<file path="src/rtl/request_dispatcher.sv">
// request_dispatcher: collects one-cycle request pulses into a pending vector,
// hands that vector to an external fixed-priority resolver, encodes the
// returned one-hot grant into an index and offers it downstream on a
// valid/ready handshake. Accepting an offer retires that source's pending bit.
module request_dispatcher #(
   parameter int N     = 16,
   parameter int IDX_W = 4
) (
   input  logic             clk,
   input  logic             resetN,
   input  logic [N-1:0]     reqPulse,
   output logic [N-1:0]     requestSignals,
   input  logic [N-1:0]     grantSignals,
   output logic             dispValid,
   output logic [IDX_W-1:0] dispIndex,
   input  logic             dispReady,
   output logic [N-1:0]     overflowFlags,
   output logic             grantError,
   input  logic             clearFlags
);

   typedef enum logic {IDLE, OFFER} state_t;

   state_t         state;
   logic [N-1:0]   pending;
   logic [N-1:0]   ovf;
   logic [N-1:0]   clr;
   logic [N-1:0]   ovf_set;
   logic           accept;
   logic           grant_legal;
   logic           err_set;

   // True when exactly one bit of v is set
   function automatic logic is_onehot(input logic [N-1:0] v);
      return (v != '0) && ((v & (v - N'(1))) == '0);
   endfunction

   // Binary position of the set bit of a one-hot vector
   function automatic logic [IDX_W-1:0] encode(input logic [N-1:0] v);
      logic [IDX_W-1:0] idx;
      idx = '0;
      for (int i = 0; i < N; i++) begin
         if (v[i]) idx = IDX_W'(i);
      end
      return idx;
   endfunction

   // A handshake retires exactly the source currently on offer
   assign accept      = dispValid & dispReady;
   assign clr         = accept ? (N'(1) << dispIndex) : '0;
   // A pulse on a bit still pending (and not being retired) is a lost request
   assign ovf_set     = reqPulse & pending & ~clr;
   assign grant_legal = is_onehot(grantSignals) && ((grantSignals & pending) != '0);
   assign err_set     = (state == IDLE) && (pending != '0) && !grant_legal;

   assign requestSignals = pending;
   assign overflowFlags  = ovf;

   // Pending vector: retire on accept, a same-cycle pulse re-arms the bit
   always_ff @(posedge clk or negedge resetN) begin
      if (!resetN) begin
         pending <= '0;
      end else begin
         pending <= (pending & ~clr) | reqPulse;
      end
   end

   // Sticky error flags: a set condition beats a same-cycle clear
   always_ff @(posedge clk or negedge resetN) begin
      if (!resetN) begin
         ovf        <= '0;
         grantError <= 1'b0;
      end else begin
         ovf        <= (clearFlags ? '0 : ovf) | ovf_set;
         grantError <= (clearFlags ? 1'b0 : grantError) | err_set;
      end
   end

   // Offer FSM: latch a legal grant in IDLE, hold it in OFFER until accepted
   always_ff @(posedge clk or negedge resetN) begin
      if (!resetN) begin
         state     <= IDLE;
         dispValid <= 1'b0;
         dispIndex <= '0;
      end else begin
         case (state)
            IDLE: begin
               if ((pending != '0) && grant_legal) begin
                  dispIndex <= encode(grantSignals);
                  dispValid <= 1'b1;
                  state     <= OFFER;
               end else begin
                  dispValid <= 1'b0;
               end
            end
            OFFER: begin
               if (dispReady) begin
                  dispValid <= 1'b0;
                  state     <= IDLE;
               end
            end
            default: begin
               dispValid <= 1'b0;
               state     <= IDLE;
            end
         endcase
      end
   end

endmodule
</file>
<file path="config.mk">
export PLATFORM = sky130hd
export DESIGN_NAME = request_dispatcher
export DESIGN_NICKNAME = d
export VERILOG_FILES = /design/src/rtl/request_dispatcher.sv
export SDC_FILE = /design/constraint.sdc
export NUM_CORES = 1
export LEC_CHECK = 0
export ABC_AREA = 1
export BUFFER_PORTS_ARGS = -buffer_cell sky130_fd_sc_hd__buf_2
export CAP_MARGIN = 0
export CORE_MARGIN = 1
export CORE_UTILIZATION = 54
export DETAILED_ROUTE_END_ITERATION = 8
export GPL_ROUTABILITY_DRIVEN = 0
export GPL_TIMING_DRIVEN = 0
export PLACE_DENSITY = 0.85
export SLEW_MARGIN = 20
export SYNTH_ARGS = -nofsm -noshare
export SYNTH_HDL_FRONTEND = slang
export SYNTH_SLANG_ARGS = --single-unit
</file>
<file path="constraint.sdc">
create_clock -name clk -period 3.65 [get_ports clk]
set_clock_uncertainty 0.05 [all_clocks]
set_input_delay 0.365 -clock clk [delete_from_list [all_inputs] [get_ports clk]]
set_output_delay 0.365 -clock clk [all_outputs]
set_load 0.05 [all_outputs]
</file>
==> impl_metrics.sql <==
INSERT INTO impl_metrics (metric_group, metric, value, unit) VALUES
('sta', 'setup_total_negative_slack', '0', 'ns'),
('layout', 'mostFrequentLayoutCells', 'sky130_fd_sc_hd__nand2_1, sky130_fd_sc_hd__buf_2, sky130_fd_sc_hd__inv_1', ''),
('placed_design', 'port-buffer-count', '72', ''),
('synthesis', 'post_synthesis_sequential_element_count', '39', ''),
('layout', 'commonest_non_fill_non_tap_cell_in_the_layout', 'sky130_fd_sc_hd__nand2_1', ''),
('routing', 'postRouteAntennaNets', '0', ''),
('clocking', 'later_pin_clock_latency_in_the_skew_report', '0.30', 'ns'),
('clocking', 'postCtsHoldBufs', '0', ''),
('clocking', 'cts_htree_levels', '2', ''),
('placed_design', 'dp_hpwl', '4113', 'µm'),
('setup_path', 'required_time_reported_for_the_critical_path_endpoint', '3.80', 'ns'),
('run', 'max_cap_viol_count', '0', ''),
('routing', 'first_pass_iters', '4', ''),
('grt', 'grt_pass1_vias', '2066', ''),
('setup_path', 'critical_path_source_type', 'input pin', ''),
('clocking', 'clock_path_buffers', '2', ''),
('grt', 'pin_count_of_the_biggest_net_entering_global_routing', '40', ''),
('pwr', 'max-vdd-ir-drop', '0.3822', 'mV'),
('synthesis', 'synthesis.nets', '336', ''),
('sta', 'rsz_0062_raised_after_global_routing', 'false', ''),
('synthesis', 'post_synth_inst_count', '300', ''),
('layout', 'sequential_cell_area', '975.9', 'µm²'),
('die', 'io-pin-count', '74', ''),
('run_status', 'outcome', 'completed', ''),
('synthesis', 'netlist_area', '0.002156', 'mm²'),
('grt', 'grt_util_all_layers', '28.24', '%'),
('routing', 'route.met2.wl', '2665', 'µm'),
('routing', 'detail_route.wl_per_cell', '12.64', 'µm'),
('clocking', 'clkSinkCount', '39', ''),
('clocking', 'cts_root_buffer', 'sky130_fd_sc_hd__clkbuf_8', ''),
('sta', 'max-slew-margin-rel', '44.02', '%'),
('sta', 'report.final.setup_viol', '0', ''),
('clocking', 'numCtsBuffers', '5', ''),
('synthesis', 'post_synth_and_or_nand_nor_area_fraction', '36.68', '%'),
('layout', 'nets', '415', ''),
('routing', 'drt-total-wl', '5408', 'µm'),
('sta', 'fmaxAchievable', '0.6237', 'GHz'),
('die', 'dieArea', '0.004249', 'mm²'),
('synthesis', 'post_synth_num_cell_types', '22', ''),
('routing', 'num_vias', '2161', ''),
('grt', 'grt_antenna_before_repair', '0', ''),
('routing', 'viasPerCell', '5.049', ''),
('sta', 'finalWorstPathRequiredPeriod', '1.603', 'ns'),
('die', 'die_h', '65.19', 'µm'),
('pwr', 'power_per_cell_area', '363.1', 'mW/mm²'),
('layout', 'layout_area_overhead', '24.96', '%'),
('synthesis', 'synth.yosys.warnings', '0', ''),
('setup_path', 'cp.arrival', '1.76', 'ns'),
('pwr', 'total_leakage_power', '1.501', 'nW'),
('clocking', 'cts.repair_timing.setup_buffer_count', '0', ''),
('sta', 'final_min_period_over_clock_period', '43.93', '%'),
('routing', 'post-route-drc-count', '0', ''),
('die', 'std_cell_rows', '22', ''),
('routing', 'topRoutingLayerUsed', 'met4', ''),
('setup_path', 'crit_path_max_fanout', '9', ''),
('grt', 'gr-total-overflow', '0', ''),
('synthesis', 'synth_xor_xnor_area_share', '0', '%'),
('layout', 'multi_input_area', '935.9', 'µm²'),
('routing', 'detail_route.wirelength.met1', '2299', 'µm'),
('synthesis', 'yosysSeqAreaShare', '45.27', '%'),
('worst_hold_path', 'hold_class', 'in2async', ''),
('setup_path', 'crit_path_capture_type', 'flop', ''),
('sta', 'hold_viol_final', '0', ''),
('synthesis', 'synthAdderAreaFrac', '0', '%'),
('sta', 'finalHoldWorstSlack', '0.1159', 'ns'),
('routing', 'met3WireLength', '318', 'µm'),
('layout', 'antenna_cells_inserted', '0', ''),
('setup_path', 'timing.setup.critical_path_class', 'in2reg', ''),
('synthesis', 'synth_compound_gate_area_share', '6.732', '%'),
('routing', 'detail_route.iter0.violations', '141', ''),
('synthesis', 'dominant_combinational_cell_family_by_area_after_synthesis', 'simple AND/OR/NAND/NOR gates', '');
where the power goes:
group	switching [mW]	total (mW)	internal, mW	leakage, nW
sequential	0.00649	0.451	0.444	0.384
clock	0.154	0.375	0.221	0.0612
combinational	0.110	0.153	0.0434	1.06
total	0.270	0.978	0.709	1.50
cells by family (layout without fill, tap and decap cells):
logic type      count (synthesis)  after routing
compound gates                 25             25
buf+inv                        65            145
flops                          39             39
simple gates                  171            171
sequential cells by signal, indices dropped and copies added (netlist names):
name            flops
grantError          1
requestSignals     16
overflowFlags      16
dispIndex           4
dispValid           1
state               1
cell type report:
type / instances / share of cell area (%)
Inverter: 63 / 8.778
Clock inverter: 2 / 1.301
Tap cell: 48 / 2.229
Sequential cell: 39 / 36.23
Timing Repair Buffer: 72 / 13.38
Multi-Input combinational cell: 196 / 34.74
Clock buffer: 6 / 3.065
Buffer: 2 / 0.2787
cell usage after synthesis:
library cell / n / area, µm²
sky130_fd_sc_hd__o21ai_1: 5 / 25.02
sky130_fd_sc_hd__clkinv_1: 1 / 3.750
sky130_fd_sc_hd__nor2_1: 14 / 52.55
sky130_fd_sc_hd__clkbuf_1: 2 / 7.510
sky130_fd_sc_hd__inv_2: 6 / 22.52
sky130_fd_sc_hd__nor3_1: 8 / 40.04
sky130_fd_sc_hd__nand2_1: 120 / 450.4
sky130_fd_sc_hd__nand4_2: 1 / 12.51
sky130_fd_sc_hd__nor2_2: 4 / 25.02
sky130_fd_sc_hd__nand3_4: 1 / 17.52
sky130_fd_sc_hd__nand4_1: 5 / 31.28
sky130_fd_sc_hd__inv_1: 56 / 210.2
sky130_fd_sc_hd__nand3_1: 4 / 20.02
sky130_fd_sc_hd__nor2_8: 1 / 20.02
sky130_fd_sc_hd__o21ai_0: 1 / 5.000
sky130_fd_sc_hd__nand2_2: 1 / 6.260
sky130_fd_sc_hd__a21oi_1: 3 / 15.01
sky130_fd_sc_hd__o22ai_1: 16 / 100.1
sky130_fd_sc_hd__nor2_4: 6 / 67.56
sky130_fd_sc_hd__nand2_4: 2 / 22.52
sky130_fd_sc_hd__dfrtp_1: 39 / 975.9
sky130_fd_sc_hd__nor4_1: 4 / 25.02
worst max-delay path: stages:
cell and delay (ns):
sky130_fd_sc_hd__buf_2 0.12, sky130_fd_sc_hd__nor2_1 0.17, sky130_fd_sc_hd__nand2_1 0.13, sky130_fd_sc_hd__nor2_1 0.15, sky130_fd_sc_hd__nand2_1 0.07, sky130_fd_sc_hd__nand2_1 0.07
sky130_fd_sc_hd__nand4_2 0.12, sky130_fd_sc_hd__nor2_4 0.16, sky130_fd_sc_hd__nand3_4 0.13, sky130_fd_sc_hd__nor2_2 0.12, sky130_fd_sc_hd__nand2_1 0.06, sky130_fd_sc_hd__nand2_1 0.06
sky130_fd_sc_hd__inv_1 0.04
path summary, 6_finish.rpt:
path                       slack (ns)                from                  to
max                              2.05     grantSignals[8]        dispIndex[1]
min                              0.12              resetN    overflowFlags[6]
max reg2reg                      2.08  requestSignals[11]        dispIndex[3]
min reg2reg                      0.48    overflowFlags[1]    overflowFlags[1]
max in group asynchronous        2.90              resetN   overflowFlags[10]
min in group clk                 0.21        reqPulse[11]  requestSignals[11]
layer usage:
metal  up-vias  global-route usage [%]
met4         0                   12.23
met5         -                       0
met1       992                   36.61
met3        13                   5.556
met2        74                   45.88
li1       1082                       -
per-stage QoR:
step / utilization, % / setup slack [ns] / area, µm² / power (mW) / instances
final: 71.96 / 2.047 / 2694 / 0.9782 / 428
after global placement: 68.82 / 1.766 / 2576 / 0.6077 / 420
after CTS: 71.96 / 2.048 / 2694 / 0.9787 / 428
after detailed placement: 68.82 / 1.759 / 2576 / 0.6120 / 420
after global routing: 71.96 / 1.833 / 2694 / 1.013 / 428
after floorplan: - / 1.982 / 2156 / 0.5540 / 300
(Power assumes the default switching activity.)
